$ cat src/rtl/rcc_dom_rst_seq.sv
`default_nettype none
// ============================================================================
// Module   : rcc_dom_rst_seq
// Brief    : Power-domain reset / clock-enable sequencer with registered outputs
// Revision : 1.0 - initial release
// ============================================================================
module rcc_dom_rst_seq #(
    parameter int unsigned RST_DURATION = 10,
    parameter int unsigned CLK_ON_DELAY = 8,
    parameter int unsigned CNT_W        = 8
) (
    input  logic       clk,
    input  logic       rst,
    input  logic       rst_req,
    input  logic       pwr_ok,
    output logic       dom_rst_n,
    output logic       dom_clk_en,
    output logic       seq_busy,
    output logic       seq_done,
    output logic [1:0] seq_state
);

    localparam logic [1:0] c_ST_ASSERT   = 2'd0;
    localparam logic [1:0] c_ST_WAIT_PWR = 2'd1;
    localparam logic [1:0] c_ST_RELEASE  = 2'd2;
    localparam logic [1:0] c_ST_RUN      = 2'd3;

    localparam logic [CNT_W-1:0] c_RST_LAST = CNT_W'(RST_DURATION - 1);
    localparam logic [CNT_W-1:0] c_CLK_LAST = CNT_W'(CLK_ON_DELAY - 1);

    logic [1:0]       r_state;
    logic [CNT_W-1:0] r_cnt;
    logic             r_dom_rst_n;
    logic             r_dom_clk_en;
    logic             r_seq_done;

    logic [1:0]       w_state_nxt;
    logic [CNT_W-1:0] w_cnt_nxt;
    logic             w_abort;

    // Any loss of power or a reset request in the live states collapses the domain at once.
    assign w_abort = rst_req | ~pwr_ok;

    always_comb begin
        w_state_nxt = r_state;
        w_cnt_nxt   = r_cnt;
        case (r_state)
            c_ST_ASSERT: begin
                if (rst_req) begin
                    w_cnt_nxt = '0;
                end else if (r_cnt == c_RST_LAST) begin
                    w_state_nxt = pwr_ok ? c_ST_RELEASE : c_ST_WAIT_PWR;
                    w_cnt_nxt   = '0;
                end else begin
                    w_cnt_nxt = r_cnt + 1'b1;
                end
            end
            c_ST_WAIT_PWR: begin
                w_cnt_nxt = '0;
                if (rst_req) begin
                    w_state_nxt = c_ST_ASSERT;
                end else if (pwr_ok) begin
                    w_state_nxt = c_ST_RELEASE;
                end
            end
            c_ST_RELEASE: begin
                if (w_abort) begin
                    w_state_nxt = c_ST_ASSERT;
                    w_cnt_nxt   = '0;
                end else if (r_cnt == c_CLK_LAST) begin
                    w_state_nxt = c_ST_RUN;
                    w_cnt_nxt   = '0;
                end else begin
                    w_cnt_nxt = r_cnt + 1'b1;
                end
            end
            default: begin
                w_cnt_nxt = '0;
                if (w_abort) begin
                    w_state_nxt = c_ST_ASSERT;
                end
            end
        endcase
    end

    // Outputs are decoded from the next state so they flip on the same edge as the state.
    always_ff @(posedge clk or posedge rst) begin
        if (rst) begin
            r_state      <= c_ST_ASSERT;
            r_cnt        <= '0;
            r_dom_rst_n  <= 1'b0;
            r_dom_clk_en <= 1'b0;
            r_seq_done   <= 1'b0;
        end else begin
            r_state      <= w_state_nxt;
            r_cnt        <= w_cnt_nxt;
            r_dom_rst_n  <= (w_state_nxt == c_ST_RELEASE) || (w_state_nxt == c_ST_RUN);
            r_dom_clk_en <= (w_state_nxt == c_ST_RUN);
            r_seq_done   <= (w_state_nxt == c_ST_RUN) && (r_state != c_ST_RUN);
        end
    end

    assign dom_rst_n  = r_dom_rst_n;
    assign dom_clk_en = r_dom_clk_en;
    assign seq_done   = r_seq_done;
    assign seq_state  = r_state;
    assign seq_busy   = (r_state != c_ST_RUN);

endmodule
`default_nettype wire

$ cat config.mk
export PLATFORM = sky130hd
export DESIGN_NAME = rcc_dom_rst_seq
export DESIGN_NICKNAME = d
export VERILOG_FILES = /design/src/rtl/rcc_dom_rst_seq.sv
export SDC_FILE = /design/constraint.sdc
export NUM_CORES = 1
export LEC_CHECK = 0
export CAP_MARGIN = 25
export CELL_PAD_IN_SITES_DETAIL_PLACEMENT = 0
export CELL_PAD_IN_SITES_GLOBAL_PLACEMENT = 1
export CORE_MARGIN = 5
export CORE_UTILIZATION = 39
export CTS_CLUSTER_SIZE = 14
export DETAILED_ROUTE_END_ITERATION = 16
export PLACE_DENSITY = 0.82
export SYNTH_ARGS = -nofsm -noshare
export SYNTH_HDL_FRONTEND = slang
export SYNTH_SLANG_ARGS = --single-unit
$ cat constraint.sdc
create_clock -name clk -period 2.6 [get_ports clk]
set_clock_uncertainty 0.2 [all_clocks]
set_input_delay 0.26 -clock clk [delete_from_list [all_inputs] [get_ports clk]]
set_output_delay 0.26 -clock clk [all_outputs]
set_load 0.05 [all_outputs]
==> results.cfg, run 1 <==
[cells_and_area]
final.fill_count = 145
mostFrequentLayoutCells = 12 x dfrtp_1, 9 x clkdlybuf4s50_1
area.growth.synth_to_final_pct = 19.0
drive_gt1_share_pct = 11.1
final_common_cell = dfrtp_1
fin_nets = 79
n_antenna_cell = 0

[drt]
drc_errors = 0
dr_total_vias = 487
drt-pass1-iter-count = 4
avgViaCountPerCell = 5.53
drt_iter0_markers = 14
wl_per_cell_um = 13.9
routed_wl_mm = 1.22
antenna_left = 0

[synth]
synth_edf_count = 0
seq_area_frac_synth_pct = 46.5
synthXorXnorAreaFrac_pct = 4.07
ys_types = 29
synth_cells = 62
ys_seq_elements = 12
synth.mux.area_fraction_pct = 0
postSynthAreaPerCell_um2 = 10.4
syn_nets = 68
ys_warn_count = 0
synthAdderAreaFrac_pct = 3.88
async_reset_ff_share_pct = 100
synthFlopType = dfrtp_1
synth-compound-area-share_pct = 22.1
synth_top_family_by_area = compound AO/OA/AOI/OAI gates
synthSimpleGateAreaFrac_pct = 17.4
syn-cell-area_um2 = 646

[cts]
cts_made_buffers = 3
cts-root-buf = clkbuf_4
clockBufferDepth = 2
post_cts_buffers = 0
hold_buffers = 0
clock-sinks = 12
htreeDepth = 1
cts_tree = built
clk_pin_slew_ns = 0.08
clock_latency_ns = 0.27
cts-resized-gates = 0

[global_route]
grt_max_degree = 13
antenna_found_initial = 0
overflow = 0
grt_pass1_wl_mm = 2.05
grt_pass1_vias = 456
grt_use_total_pct = 10.5

[timing]
fin_setup_tns_ns = 0
worst_slack_ns = 0.484
tightestPinTransition_ns = 0.499
rsz0062_at_grt = no
finalHoldViolCount = 0
fmax_mhz = 473
setup_viol = 0
period_minus_slack_ns = 2.12
timing.final.crit_share_pct = 81.4
relSlewSlack_pct = 66.6
drv_slew = 0

[pwr]
power.internal_uw = 286
peakVddDrop_uv = 222
switchingPower_uw = 83.6
power_leakage_uw = 0.000329
power_density_mw_per_mm2 = 481
power_switching_share_pct = 22.6
seqPwrFrac_pct = 52.6
power_frac_comb_pct = 6.2
p_clk_share_pct = 41.1

[critical_path]
critPathMaxStageDelay_ns = 0.80
cpMaxStageDelayCell = clkdlybuf4s50_1
cp.required_ns = 2.14
worstSetupEndpointType = output pin
criticalPathCategory = register to output pin
cp_top_family = buffers and inverters
crit_buf_inv = 1
worstSetupStartpointType = register
cp_cell_sequence = nand2_1, clkdlybuf4s50_1
cp.arrival_ns = 1.66
path_max_fanout = 10

[floorplan]
die_w_um = 50.7
rows = 14
dieArea_mm2 = 0.00257
start_util_pct = 41.9
core_area_mm2 = 0.00154
die_h_um = 50.7
ioPinCount = 10

[placed_design]
gp_congestion = 0.737
pre_cts_ws_ns = 0.641
dpl.hpwl_um = 929
io_buffers = 9

[outcome]
status = completed

[min_path]
hp-class = primary input to async pin

[flow_run]
max-cap-violations = 0
[synth_stat cells, types with 2 or more instances]
cell type,number,area share [%]
or3_1,3,2.9
nand2_1,4,2.3
ha_1,2,3.9
nand3_1,4,3.1
a21oi_1,4,3.1
nor3_1,3,2.3
inv_1,4,2.3
a22oi_1,3,3.5
xor2_1,2,2.7
dfrtp_1,12,47
o21ai_0,3,2.3
[worst register-to-register path, cell delays in order, from the launching register on]
cell	delay, ns
dfrtp_1	0.43
or4_1	0.68
o31ai_4	0.37
a22oi_1	0.15
[worst paths after layout]
kind,startpoint,endpoint,slack [ns],cells past startpoint
worst min register to register,r_cnt[0],r_cnt[0],0.29,1
worst min-delay path,rst,dom_rst_n,0.09,2
min in group clk,r_cnt[0],r_cnt[0],0.29,1
worst max register to register,r_cnt[4],r_cnt[7],0.65,3
max in group asynchronous,rst,r_cnt[3],1.80,2
worst max-delay path,dom_rst_n,seq_busy,0.48,2
[layer usage]
layer | vias to the layer above | share of wire, % | GRT usage, %
met5 | - | 0 | 0
met4 | 0 | 0 | 3.83
met3 | 0 | 2.5 | 3.55
met2 | 5 | 46 | 15.1
met1 | 234 | 51 | 14.5
li1 | 248 | - | -
[logic make-up (layout without fill, tap and decap cells)]
kind of cell | Yosys count | count (layout)
fa+ha+maj | 2 | 2
simple gates | 20 | 20
xor+xnor | 3 | 3
compound gates | 18 | 18
flops | 12 | 12
buf+inv | 7 | 17
[final cells by class]
cell class | instances | area [um^2] | area share, %
clock buffer | 4 | 36.3 | 4.72
multi-input combinational | 43 | 307 | 39.9
inverter | 4 | 15.0 | 1.95
tap | 16 | 20.0 | 2.61
timing repair buffer | 9 | 90.1 | 11.7
sequential | 12 | 300 | 39.1
[through the flow]
stage          instances  hold slack [ns]  instance area (um^2)  utilization [%]  power (uW)
2_1_floorplan         62          -0.0753                   646                -         211
3_3_place_gp          84            0.293                   732             47.5         221
3_5_place_dp          84            0.288                   732             47.5         222
4_1_cts               88           0.0994                   768             49.8         375
5_1_grt               88            0.149                   768             49.8         388
6_report              88           0.0882                   768             49.8         369
[power by group through the flow]
stage	clock network [uW]	logic (uW)	registers, uW
6_report	152	22.9	194
5_1_grt	166	26.9	195
4_1_cts	157	23.7	194
3_5_place_dp	0	23.4	198
3_3_place_gp	0	23.1	198
2_1_floorplan	0	14.3	197
[registers in the layout, indices dropped and copies added, names as in the netlist]
signal      count
seq_done        1
dom_rst_n       1
dom_clk_en      1
r_cnt           8
seq_state       1
Power figures use the tool's default switching activity.
==> run 2, diff against run 1 <==
- clock period: 2.6 -> 2 ns (I/O delays scaled with it)
==> run 2 against run 1 <==
Cell count up 3.4%. First-iteration DRC count shrank 50%. Highest routed layer unchanged. Global-route usage about the same. Largest cell class unchanged.
==> results.cfg, run 2 (synthesis results as in run 1) <==
[critical_path]
crit_buf_inv = 1
worst_r2r_path_depth = 3
cp.arrival_ns = 1.53
r2r-end = r_cnt[6]
worstSetupEndpointType = output pin
criticalPathCategory = register to output pin
r2r_start = r_cnt[4]
cpMaxStageDelayCell = clkdlybuf4s50_1
cp.required_ns = 1.60
startpoint = seq_state[0]
path_max_fanout = 6
cp_cell_sequence = clkdlybuf4s50_1
reg2reg_slack_ns = 0.09
critPathMaxStageDelay_ns = 0.83
cp_top_family = buffers and inverters
worstSetupStartpointType = register

[global_route]
antenna_found_initial = 0
grt_pass1_wl_mm = 2.04
grt_max_degree = 13
grt_use_total_pct = 10.5
grt_pass1_vias = 469
overflow = 0

[cts]
cts_tree = built
post_cts_buffers = 0
cts-root-buf = clkbuf_4
cts_made_buffers = 3
clock-sinks = 12
cts-resized-gates = 0
clockBufferDepth = 2
clk_pin_slew_ns = 0.07
htreeDepth = 1
hold_buffers = 0
clock_latency_ns = 0.27

[pwr]
peakVddDrop_uv = 362
power_leakage_uw = 0.000349
power_density_mw_per_mm2 = 604

[timing]
worst_slack_ns = 0.0688
setup_viol = 0
rsz0062_at_grt = no
timing.final.crit_share_pct = 96.6
tightestPinTransition_ns = 0.492
drv_slew = 0
fmax_mhz = 518
relSlewSlack_pct = 67.1
period_minus_slack_ns = 1.93
fin_setup_tns_ns = 0
finalHoldViolCount = 0

[placed_design]
io_buffers = 9
pre_cts_ws_ns = 0.110
dpl.hpwl_um = 938
gp_congestion = 0.743
placed_area_um2 = 747

[floorplan]
rows = 14
die_w_um = 50.7
ioPinCount = 10
start_util_pct = 41.9
core_area_mm2 = 0.00154
die_h_um = 50.7
dieArea_mm2 = 0.00257

[cells_and_area]
largest_register_ffs = 8
final.fill_count = 152
stdcell_area_um2 = 783
n_antenna_cell = 0
post-route-util_pct = 50.8
area.growth.synth_to_final_pct = 21.3
mostFrequentLayoutCells = 12 x dfrtp_1, 6 x clkdlybuf4s50_1, 6 x buf_4
multi_input_area_um2 = 307
largest_register = r_cnt
regArea_um2 = 300
final_common_cell = dfrtp_1
drive_gt1_share_pct = 18.7
fin_nets = 82

[drt]
drc_errors = 0
routed_wl_mm = 1.23
antenna_left = 0
dr_total_vias = 501
drt_iter0_markers = 7
wl_per_cell_um = 13.5
drt-pass1-iter-count = 4
avgViaCountPerCell = 5.51

[min_path]
hp-class = primary input to async pin

[flow_run]
max-cap-violations = 0

[outcome]
status = completed
run 2: cell types whose count changed in the layout (fill, tap and decap cells not counted):
| cell | before | now |
|---|---|---|
| buf_4 | 0 | 6 |
| clkdlybuf4s50_1 | 9 | 6 |
run 2: report_power, final:
group / internal, uW / switching [uW]
Sequential: 247 / 4.99
Clock: 111 / 79.2
Combinational: 13.6 / 17.0
Total: 372 / 101
run 2: per-layer routing:
metal / share of wire [%] / routed length (um) / up-vias / track usage (%)
li1: - / - / 252 / -
met1: 43 / 531 / 239 / 12.8
met2: 51 / 626 / 10 / 15.7
met3: 5.9 / 73 / 0 / 6.21
met4: 0 / 0 / 0 / 2.55
met5: 0 / 0 / - / 0
run 2: how the worst max path moves through the flow:
stage                              end  slack (ns)  depth (start not counted)
after global routing      seq_state[0]        0.02                          1
after CTS                 seq_state[0]        0.06                          1
after floorplan               r_cnt[5]        0.21                          4
final                     seq_state[0]        0.07                          1
after detailed placement      r_cnt[6]        0.11                          3
after global placement        r_cnt[5]        0.15                          3
run 2: area by class of cell:
class / instances / area share, %
Inverter: 4 / 1.92
Tap cell: 16 / 2.56
Timing Repair Buffer: 12 / 13.4
Clock buffer: 4 / 4.63
Sequential cell: 12 / 38.3
Multi-Input combinational cell: 43 / 39.1
run 2: through the flow:
stage / instances / power (uW) / hold WS (ns)
3_3_place_gp: 87 / 288 / 0.295
6_report: 91 / 473 / 0.0266
5_1_grt: 91 / 507 / 0.0563
3_5_place_dp: 87 / 288 / 0.298
2_1_floorplan: 62 / 275 / -0.135
4_1_cts: 91 / 479 / 0.0351
==> variant: new RTL, config.mk and constraints of run 2 <==
Change the parameter `CNT_W` from 8 to 10.
--- a/src/rtl/rcc_dom_rst_seq.sv
+++ b/src/rtl/rcc_dom_rst_seq.sv
@@ -7,7 +7,7 @@
 module rcc_dom_rst_seq #(
     parameter int unsigned RST_DURATION = 10,
     parameter int unsigned CLK_ON_DELAY = 8,
-    parameter int unsigned CNT_W        = 8
+    parameter int unsigned CNT_W        = 10
 ) (
     input  logic       clk,
     input  logic       rst,
Formal check against the unedited RTL: same outputs for any inputs over 10 cycles, from zero or initial values and one cycle with rst high; that may be too few to reach the edited logic, so the function may still have changed.
==> variant against run 2 <==
  * Synthesized area grew 23%
  * Design area grew 20%
  * Total power grew 13%
  * Clock power shrank 6%
  * Setup slack gained 0.12 ns
  * Sequential cell count grew 3
  * Routed wire length grew 21%
  * Sequential power grew 27%
  * Global-route usage grew 1.8 points
  * Critical path type unchanged
  * Largest power group unchanged
  * Sequential share of layout area grew 1.7 points
==> variant: results (changes against run 2) <==
Synth
  – Netlist cell types: 30 (+3.4%)
  – Post-synth top cells: dfrtp_1 (15), a21oi_1 (5), nand3_1 (5), a22oi_1 (4), or3_1 (4)
  – Ys flop type: dfrtp_1
  – Synth area leaders: dfrtp_1 (47%), a22oi_1 (3.8%), a21oi_1 (3.1%)
  – Syn_nets: 79 (+16%)
  – FFs w/ async S/R, synth: 100% (unchanged)
  – Sequential fraction of the synthesis area: 47.2% (+0.73 points)
  – Post-synthesis area per instance: 10.9 µm² (+4.5%)
  – Yosys warns: 0 (unchanged)

Power
  – Static Leak: 0.000410 µW (+17%)
  – Psw: 130 µW (+28%)
  – VDD IR max: 0.000436 V (+21%)

Place
  – Final RePlAce weighted congestion: 0.724 (-2.6%)
  – PortBufs: 9 (unchanged)
  – Dpl hpwl: 1070 µm (+14%)

Global routing
  – Largest net degree at the start of global routing: 16 (+3)
  – Initial antenna violation count: 0 (unchanged)
  – Vias in the first global route: 605 (+29%)
  – GRT Util Overall: 12.3% (+1.8 points)
  – First-pass GRT wire length: 2640 µm (+29%)

Drt
  – Vias per inst: 5.43 (-1.3%)
  – Routed len/inst: 13.2 µm (-2.3%)
  – DRT iter0 DRCs: 14 (+7)
  – DRT Pass-1 Iters: 4 (unchanged)

Layout
  – Fraction of layout cells with a size suffix above 1: 18.6% (-0.062 points)
  – # fillers: 196 (+29%)
  – Ant diodes: 0 (unchanged)
  – Nets@finish: 93 (+13%)
  – Flip-flop count of the largest register, all copies and words added: 10 (+2)
  – Biggest register: r_cnt

Clock tree
  – Post-CTS Setup Bufs: 0 (unchanged)
  – Reg clk slew, reported paths: 0.09 ns (+0.02 ns)
  – Root Driver: clkbuf_4
  – CTS Buffer Depth: 2 (unchanged)
  – TritonCTS Buffers: 3 (unchanged)
  – Post-CTS sizing: 0 (unchanged)
  – H-tree depth reported by CTS: 1 (unchanged)
  – Clk_lat worst skew: 0.28 ns

Timing
  – Worst-Margin Slew: 0.564 ns (+0.0716 ns)
  – Setup Viol. Count Final: 0 (unchanged)

Worst setup path
  – Cell family with most CP delay: buffers and inverters
  – Crit-path max FO: 1 (-5)
  – CP arrival: 1.41 ns (-0.12 ns)
  – Crit-path slowest cell: clkdlybuf4s50_1
  – Slowest cell delay on critical path: 0.80 ns (-0.03 ns)

Run status
  – Status: finished, final reports clean

Min path
  – Hold Crit Class: in -> async
-- variant: cell count changes after synthesis, sizes merged, moves of 2 or more --
| cell | change |
|---|---|
| nor3 | -3 |
| o21ai | -2 |
| and3b | +2 |
| a31oi | +2 |
| a31o | +2 |
| or3 | +2 |
| dfrtp | +3 |
| a22oi | +2 |
| nor2 | +2 |
| nor3b | +2 |
-- variant: cell families (layout without fill, tap and decap cells) --
group                    count (synthesis)  count (layout)  share of synthesized area, %
AO/OA/AOI/OAI                           21              21                          18.0
XOR/XNOR                                 3               3                          3.31
adder cells (fa/ha/maj)                  2               2                          3.15
buffers and inverters                    5              18                          3.78
flip-flops                              15              15                          47.2
AND/OR/NAND/NOR                         27              27                          24.6
-- variant: through the flow --
step	total power, µW	cells	cell area, µm²	worst slack [ns]
3_3_place_gp	362	109	910	0.228
4_1_cts	538	113	936	0.0282
6_report	532	113	938	0.186
5_1_grt	559	113	938	0.129
3_5_place_dp	361	109	910	0.210
2_1_floorplan	347	73	795	0.221
-- variant: worst reg2reg max path: cells and delay by family, from the launching register on --
kind / cells / cell delay, ns
adder cells (fa/ha/maj): 1 / 0.28
AND/OR/NAND/NOR: 1 / 0.24
AO/OA/AOI/OAI: 2 / 0.52
flip-flops: 1 / 0.46
-- variant: power by group through the flow --
| stage | Clock [µW] | Combinational, µW | Sequential [µW] |
|---|---|---|---|
| 6_report | 178 | 36.0 | 319 |
| 5_1_grt | 197 | 41.6 | 320 |
| 4_1_cts | 182 | 37.2 | 319 |
| 3_5_place_dp | 0 | 36.8 | 325 |
| 3_3_place_gp | 0 | 37.0 | 325 |
| 2_1_floorplan | 0 | 24.6 | 323 |
-- variant: layout make-up --
cell class | instances | area share [%]
well taps | 27 | 3.60
clock buffers | 4 | 2.80
inverters | 3 | 1.20
repair buffers | 11 | 10.9
flip-flops and latches | 15 | 40.0
multi-input cells | 53 | 41.5
-- variant: worst paths after layout --
path,startpoint,cells after the start,to,slack [ns]
worst min register to register,r_cnt[0],1,r_cnt[0],0.37
max in group asynchronous,rst,2,r_cnt[3],1.17
worst max-delay path,seq_done,1,seq_done,0.19
worst max register to register,r_cnt[0],4,r_cnt[7],0.21
worst min-delay path,rst,2,seq_done,0.06
min in group clk,r_cnt[0],1,r_cnt[0],0.37
-- variant: metal layers --
layer / GRT usage, % / share of wire, % / up-vias
li1: - / - / 306
met1: 14.3 / 50 / 290
met2: 20.7 / 42 / 16
met3: 5.09 / 7.4 / 2
met4: 3.64 / 0.47 / 0
met5: 0 / 0 / -
